## src/rtl/ff_video_pkg.sv

```systemverilog
// Shared video constants: default 640x480@60 timing, HT/VT
// derivation, pixel bit-field positions, FIFO geometry, FSM states.
package ff_video_pkg;

   localparam int H_ACTIVE_D = 640;
   localparam int H_FP_D     = 16;
   localparam int H_SYNC_D   = 96;
   localparam int H_BP_D     = 48;
   localparam int V_ACTIVE_D = 480;
   localparam int V_FP_D     = 10;
   localparam int V_SYNC_D   = 2;
   localparam int V_BP_D     = 33;

   function automatic int line_total(input int act, input int fp,
                                     input int sy, input int bp);
      return act + fp + sy + bp;
   endfunction

   localparam int HT_D = line_total(H_ACTIVE_D, H_FP_D, H_SYNC_D, H_BP_D);
   localparam int VT_D = line_total(V_ACTIVE_D, V_FP_D, V_SYNC_D, V_BP_D);

   // pixel byte layout {blue, green, red}
   localparam int PIX_W   = 8;
   localparam int BLU_MSB = 7;
   localparam int BLU_LSB = 6;
   localparam int GRN_MSB = 5;
   localparam int GRN_LSB = 3;
   localparam int RED_MSB = 2;
   localparam int RED_LSB = 0;

   // FIFO entry is {sof, pixel}
   localparam int FIFO_W     = PIX_W + 1;
   localparam int FIFO_DEPTH = 4;
   localparam int FIFO_AW    = 2;
   localparam int SOF_BIT    = PIX_W;

   typedef enum logic {
      ST_ALIGN = 1'b0,
      ST_RUN   = 1'b1
   } tx_state_e;

endpackage

```

## src/rtl/ff_pix_fifo.sv

```systemverilog
// 4-deep first-word-fall-through pixel FIFO, count-based full/empty.
// Ports: clk, rst_n, push/din, pop, dout (head), full, empty.
module ff_pix_fifo
   import ff_video_pkg::*;
(
   input  logic              clk,
   input  logic              rst_n,
   input  logic              push,
   input  logic [FIFO_W-1:0] din,
   input  logic              pop,
   output logic [FIFO_W-1:0] dout,
   output logic              full,
   output logic              empty
);

   logic [FIFO_W-1:0]  mem_q [FIFO_DEPTH];
   logic [FIFO_W-1:0]  mem_d [FIFO_DEPTH];
   logic [FIFO_AW-1:0] wr_q, wr_d;
   logic [FIFO_AW-1:0] rd_q, rd_d;
   logic [FIFO_AW:0]   cnt_q, cnt_d;
   logic               do_push;
   logic               do_pop;

   assign full  = (cnt_q == (FIFO_AW+1)'(FIFO_DEPTH));
   assign empty = (cnt_q == '0);
   assign dout  = mem_q[rd_q];

   always_comb begin
      mem_d   = mem_q;
      wr_d    = wr_q;
      rd_d    = rd_q;
      cnt_d   = cnt_q;
      do_push = push && !full;
      do_pop  = pop && !empty;
      if (do_push) begin
         mem_d[wr_q] = din;
         wr_d        = wr_q + 1'b1;
      end
      if (do_pop) begin
         rd_d = rd_q + 1'b1;
      end
      if (do_push && !do_pop) begin
         cnt_d = cnt_q + 1'b1;
      end else if (do_pop && !do_push) begin
         cnt_d = cnt_q - 1'b1;
      end
   end

   always_ff @(posedge clk or negedge rst_n) begin
      if (!rst_n) begin
         for (int i = 0; i < FIFO_DEPTH; i++) begin
            mem_q[i] <= '0;
         end
         wr_q  <= '0;
         rd_q  <= '0;
         cnt_q <= '0;
      end else begin
         mem_q <= mem_d;
         wr_q  <= wr_d;
         rd_q  <= rd_d;
         cnt_q <= cnt_d;
      end
   end

endmodule

```

## src/rtl/vga_pixel_tx.sv

```systemverilog
// VGA timing generator fed from a valid/ready pixel stream via a FIFO.
// Ports: clk25m, reset_n, pix_* stream in; syncs/blank/rgb/status out.
module vga_pixel_tx
   import ff_video_pkg::*;
#(
   parameter int H_ACTIVE = H_ACTIVE_D,
   parameter int H_FP     = H_FP_D,
   parameter int H_SYNC   = H_SYNC_D,
   parameter int H_BP     = H_BP_D,
   parameter int V_ACTIVE = V_ACTIVE_D,
   parameter int V_FP     = V_FP_D,
   parameter int V_SYNC   = V_SYNC_D,
   parameter int V_BP     = V_BP_D
) (
   input  logic             clk25m,
   input  logic             reset_n,
   input  logic [PIX_W-1:0] pix_data,
   input  logic             pix_sof,
   input  logic             pix_valid,
   output logic             pix_ready,
   output logic             hsync_o,
   output logic             vsync_o,
   output logic             blank_o,
   output logic [PIX_W-1:0] rgb_o,
   output logic             frame_start_o,
   output logic             underflow_o,
   output logic             desync_o
);

   localparam int HT = line_total(H_ACTIVE, H_FP, H_SYNC, H_BP);
   localparam int VT = line_total(V_ACTIVE, V_FP, V_SYNC, V_BP);
   localparam int HW = $clog2(HT);
   localparam int VW = $clog2(VT);

   localparam logic [HW-1:0] H_LAST = HW'(HT - 1);
   localparam logic [HW-1:0] H_ACT  = HW'(H_ACTIVE);
   localparam logic [HW-1:0] H_SS   = HW'(H_ACTIVE + H_FP);
   localparam logic [HW-1:0] H_SE   = HW'(H_ACTIVE + H_FP + H_SYNC - 1);
   localparam logic [VW-1:0] V_LAST = VW'(VT - 1);
   localparam logic [VW-1:0] V_ACT  = VW'(V_ACTIVE);
   localparam logic [VW-1:0] V_SS   = VW'(V_ACTIVE + V_FP);
   localparam logic [VW-1:0] V_SE   = VW'(V_ACTIVE + V_FP + V_SYNC - 1);

   logic [HW-1:0]    hcnt_q, hcnt_d;
   logic [VW-1:0]    vcnt_q, vcnt_d;
   tx_state_e        state_q, state_d;
   logic             rdy_q, rdy_d;
   logic             hs_q, hs_d;
   logic             vs_q, vs_d;
   logic             blank_q, blank_d;
   logic [PIX_W-1:0] rgb_q, rgb_d;
   logic             fs_q, fs_d;
   logic             uf_q, uf_d;
   logic             ds_q, ds_d;

   logic              active;
   logic              at0;
   logic              fifo_push;
   logic              fifo_pop;
   logic              fifo_full;
   logic              fifo_empty;
   logic [FIFO_W-1:0] fifo_dout;
   logic              head_sof;

   // rdy_q keeps pix_ready low through reset and the cycle it lifts
   assign pix_ready = rdy_q && !fifo_full;
   assign fifo_push = pix_valid && pix_ready;
   assign head_sof  = fifo_dout[SOF_BIT];

   ff_pix_fifo u_fifo (
      .clk   (clk25m),
      .rst_n (reset_n),
      .push  (fifo_push),
      .din   ({pix_sof, pix_data}),
      .pop   (fifo_pop),
      .dout  (fifo_dout),
      .full  (fifo_full),
      .empty (fifo_empty)
   );

   always_comb begin
      hcnt_d   = (hcnt_q == H_LAST) ? '0 : hcnt_q + 1'b1;
      vcnt_d   = vcnt_q;
      if (hcnt_q == H_LAST) begin
         vcnt_d = (vcnt_q == V_LAST) ? '0 : vcnt_q + 1'b1;
      end
      active   = (hcnt_q < H_ACT) && (vcnt_q < V_ACT);
      at0      = (hcnt_q == '0) && (vcnt_q == '0);
      rdy_d    = 1'b1;
      state_d  = state_q;
      fifo_pop = 1'b0;
      rgb_d    = '0;
      ds_d     = 1'b0;
      unique case (state_q)
         ST_ALIGN: begin
            // flush stale pixels; hold a frame head until (0,0)
            if (!fifo_empty) begin
               if (!head_sof) begin
                  fifo_pop = 1'b1;
               end else if (at0) begin
                  fifo_pop = 1'b1;
                  state_d  = ST_RUN;
                  rgb_d    = fifo_dout[PIX_W-1:0];
               end
            end
         end
         ST_RUN: begin
            if (active && !fifo_empty) begin
               // sof must coincide exactly with (0,0)
               if (head_sof != at0) begin
                  ds_d    = 1'b1;
                  state_d = ST_ALIGN;
               end else begin
                  fifo_pop = 1'b1;
                  rgb_d    = fifo_dout[PIX_W-1:0];
               end
            end
         end
         default: state_d = ST_ALIGN;
      endcase
      hs_d    = !((hcnt_q >= H_SS) && (hcnt_q <= H_SE));
      vs_d    = !((vcnt_q >= V_SS) && (vcnt_q <= V_SE));
      blank_d = !active;
      fs_d    = at0;
      // frame start restarts the sticky flag with this cycle's status
      uf_d    = (at0 ? 1'b0 : uf_q) | (active && fifo_empty);
   end

   always_ff @(posedge clk25m or negedge reset_n) begin
      if (!reset_n) begin
         hcnt_q  <= '0;
         vcnt_q  <= '0;
         state_q <= ST_ALIGN;
         rdy_q   <= 1'b0;
         hs_q    <= 1'b1;
         vs_q    <= 1'b1;
         blank_q <= 1'b1;
         rgb_q   <= '0;
         fs_q    <= 1'b0;
         uf_q    <= 1'b0;
         ds_q    <= 1'b0;
      end else begin
         hcnt_q  <= hcnt_d;
         vcnt_q  <= vcnt_d;
         state_q <= state_d;
         rdy_q   <= rdy_d;
         hs_q    <= hs_d;
         vs_q    <= vs_d;
         blank_q <= blank_d;
         rgb_q   <= rgb_d;
         fs_q    <= fs_d;
         uf_q    <= uf_d;
         ds_q    <= ds_d;
      end
   end

   assign hsync_o       = hs_q;
   assign vsync_o       = vs_q;
   assign blank_o       = blank_q;
   assign rgb_o         = rgb_q;
   assign frame_start_o = fs_q;
   assign underflow_o   = uf_q;
   assign desync_o      = ds_q;

endmodule

```

## config.mk

```make
export PLATFORM = sky130hd
export DESIGN_NAME = vga_pixel_tx
export DESIGN_NICKNAME = d
export VERILOG_FILES = /design/src/rtl/ff_video_pkg.sv /design/src/rtl/ff_pix_fifo.sv /design/src/rtl/vga_pixel_tx.sv
export SDC_FILE = /design/constraint.sdc
export NUM_CORES = 1
export LEC_CHECK = 0
export BUFFER_PORTS_ARGS = -buffer_cell sky130_fd_sc_hd__buf_4
export CAP_MARGIN = 10
export CORE_MARGIN = 10
export CORE_UTILIZATION = 54
export CTS_CLUSTER_DIAMETER = 60
export DETAILED_ROUTE_END_ITERATION = 8
export HOLD_SLACK_MARGIN = 0.06
export PLACE_DENSITY = 0.84
export SYNTH_ARGS = -nofsm -noshare
export SYNTH_HDL_FRONTEND = slang
export SYNTH_SLANG_ARGS = --single-unit
```

## constraint.sdc

```tcl
create_clock -name clk25m -period 4.8 [get_ports clk25m]
set_input_delay 0.72 -clock clk25m [delete_from_list [all_inputs] [get_ports clk25m]]
set_output_delay 0.72 -clock clk25m [all_outputs]
set_load 0.005 [all_outputs]
```

==> impl_metrics.yaml <==
drt:
  avgViaCountPerCell: 5.78
  vias: 2214
  antenna_left: 0
  wl_per_cell_microns: 16.9
  remaining_drc_errors: 0
  drtIter0Drc: 133
  totalWireLength_microns: 6490
  drtPass1Iterations: 4
placement:
  place_congestion: 0.818
  dpl.cell_count: 367
  dpl.hpwl_microns: 4680
  portBuffers: 26
global_route:
  grt_max_degree: 80
  grt_pass1_vias: 2267
  grt_pass1_wl_microns: 10800
  antenna_found_initial: 0
  grt_overflow: 0
  grt_usage_pct: 13.2
clock_tree:
  cts_tree: "yes"
  cts_hold_buffers: 0
  cts_resized: 0
  cts_max_level: 3
  clk_latency_ns: 0.34
  cts_setup_buffers: 0
  cts_sinks: 79
  clockBufferDepth: 2
  clk_pin_slew_ns: 0.09
  cts_buffers: 9
  cts-root-buf: "clkbuf_8"
die:
  core.rowCount: 29
  initial_core_util_pct: 55.7
  ios: 27
  core_area_sq_um: 6390
  dieWidth_microns: 101
  die_h_microns: 101
  die_area_sq_um: 10200
synthesis:
  synth_top_family_by_area: "multiplexers"
  synthMuxAreaShare_pct: 17.4
  synth_top_area_share_pct: 53.5
  synth-seq-cells: 79
  synth_nets: 293
  netlist-cell-type-count: 44
  synth-simple-area-share_pct: 10.1
  synth_adder_area_share_pct: 4.43
  syn_area_per_cell_sq_um: 13.2
  synthCells: 269
  synth_top_flop_cell: "dfrtp_1"
  yosys.area_share.xor_xnor_pct: 3.94
  seq_area_frac_synth_pct: 55.7
  netlist_top_cells_area: "dfrtp_1 53%, mux2_2 12%, mux4_2 5.7%, ha_1 3.9%, xnor2_1 2.7%"
  yosys_warnings: 0
  synth_enable_flop_cells: 0
  synth_top_area_cell: "dfrtp_1"
  synthArstFlopShare_pct: 100
  synth_compound_area_share_pct: 6.44
  synth_area_sq_um: 3560
critical_path:
  worstPathRequired_ns: 5.03
  slowest_stage: "or4b_1"
  r2r_setup_slack_ns: 0.74
  critPathArrivalTime_ns: 4.29
  crit_chain: "or3_4 -> or4b_1 -> or3_2 -> inv_1 -> ha_1 -> nand2b_1 -> nor4_1 -> o21ai_0 -> ha_1 -> inv_1 -> fa_1 -> mux2_2"
  worstPathMaxFanout: 5
  setup.worst_path.class: "reg -> reg"
  crit_path_max_incr_delay_ns: 0.53
  critPathLaunchType: "register"
  critPathCaptureType: "register"
power_and_ir_drop:
  ir_drop_v: 0.000278
  leakage_nw: 1.84
  p_per_area_nw_per_um2: 515
  finalPower_mw: 2.08
finish:
  diodes: 0
  nFillCells: 471
  layout_common_cells: "76 x dfrtp_1, 37 x mux2_2, 27 x buf_4"
  drive_above_1_share_pct: 31.7
  layout_commonest_cell: "dfrtp_1"
  final_cells: 383
  area_growth_syn_to_layout_pct: 13.4
  fin_nets: 325
hold_path:
  hp-class: "reg -> reg"
timing:
  finalCriticalPeriod_ns: 4.06
  min_period_over_period_pct: 84.7
  hold_slack_ns: 0.506
  finalHoldViolations: 0
  setup_viol: 0
  drv_slew: 0
  rsz0062_at_grt: "no"
  tightest_slew_ns: 0.957
  setup-tns-final_ns: 0
  slew_headroom_pct: 36.2
  fin_skew_ns: 0.00937
  fmax_ghz: 0.246
status:
  status: "complete, no violations"
flow_run:
  maxCapViolCount: 0
critical path, delay by kind of cell, from the launching register on:
kind                     cells  cell delay [ns]
AO/OA/AOI/OAI                1             0.24
adder cells (fa/ha/maj)      3             0.94
buffers and inverters        2             0.17
flip-flops                   1             0.44
multiplexers                 1             0.28
AND/OR/NAND/NOR              5             1.89
state kept, by name (all words and copies together) (netlist names), 2 cells and up:
register      cells
vcnt_q           10
u_fifo.mem_q     36
hcnt_q           10
u_fifo.cnt_q      3
u_fifo.rd_q       2
rgb_o             8
u_fifo.wr_q       2
through the flow:
stage          utilization [%]  cell area (sq um)  setup WS [ns]
2_1_floorplan                -               3560           1.05
4_1_cts                   63.2               4040          0.715
3_5_place_dp              60.0               3830          0.751
6_report                  63.2               4040          0.736
3_3_place_gp              60.0               3830          0.903
5_1_grt                   63.2               4040          0.552
report_power, final:
| group | switching, mW | internal [mW] | total [mW] |
|---|---|---|---|
| Combinational | 0.207 | 0.368 | 0.575 |
| Clock | 0.257 | 0.248 | 0.505 |
| Sequential | 0.147 | 0.852 | 0.999 |
final timing paths:
check                                   end      start  cells past startpoint
hold reg to reg                   vcnt_q[8]  vcnt_q[8]                      1
setup / recovery            u_fifo.cnt_q[1]  hcnt_q[7]                     12
max in group asynchronous  u_fifo.mem_q[21]    reset_n                      1
min in group asynchronous         hcnt_q[8]    reset_n                      1
setup reg to reg            u_fifo.cnt_q[1]  hcnt_q[7]                     12
hold / removal                    vcnt_q[8]  vcnt_q[8]                      1
area by class of cell:
class                           count  area (sq um)  share of cell area, %
Clock buffer                        9           124                   3.07
Tap cell                           77          96.3                   2.39
Clock inverter                      7          78.8                   1.95
Sequential cell                    79          1980                   49.1
Inverter                           12          45.0                   1.12
Timing Repair Buffer               27           203                   5.02
Multi-Input combinational cell    172          1510                   37.4
metal layers:
metal	GRT usage, %	wire [microns]
met1	15.7	2770
met2	22.5	3390
met3	3.00	230
met4	5.25	89
met5	0	0
cell usage after synthesis (2+ instances only):
| cell type | number |
|---|---|
| xnor2_1 | 11 |
| o21ai_0 | 8 |
| and3_1 | 5 |
| o21a_1 | 2 |
| ha_1 | 11 |
| dfstp_2 | 3 |
| clkbuf_1 | 4 |
| inv_1 | 12 |
| a21boi_1 | 7 |
| nor3_1 | 4 |
| nand2_1 | 10 |
| and4_1 | 2 |
| mux2_2 | 37 |
| nor2b_1 | 4 |
| mux4_2 | 9 |
| nor4_1 | 4 |
| nand3_1 | 12 |
| nor2_1 | 12 |
| dfrtp_1 | 76 |
| xor2_1 | 5 |
| nand4_1 | 5 |
| a22o_1 | 4 |
cells by family (layout without fill, tap and decap cells):
group | after synthesis | count (layout)
AOI/OAI and AO/OA | 31 | 31
xor gates and xnor gates | 16 | 16
adders and majority gates | 12 | 12
other | 1 | 1
DFF | 79 | 79
buffers and inverters | 18 | 55
muxes | 46 | 46
and+or+nand+nor | 66 | 66
Note: power is estimated with default switching activity, not from simulation.
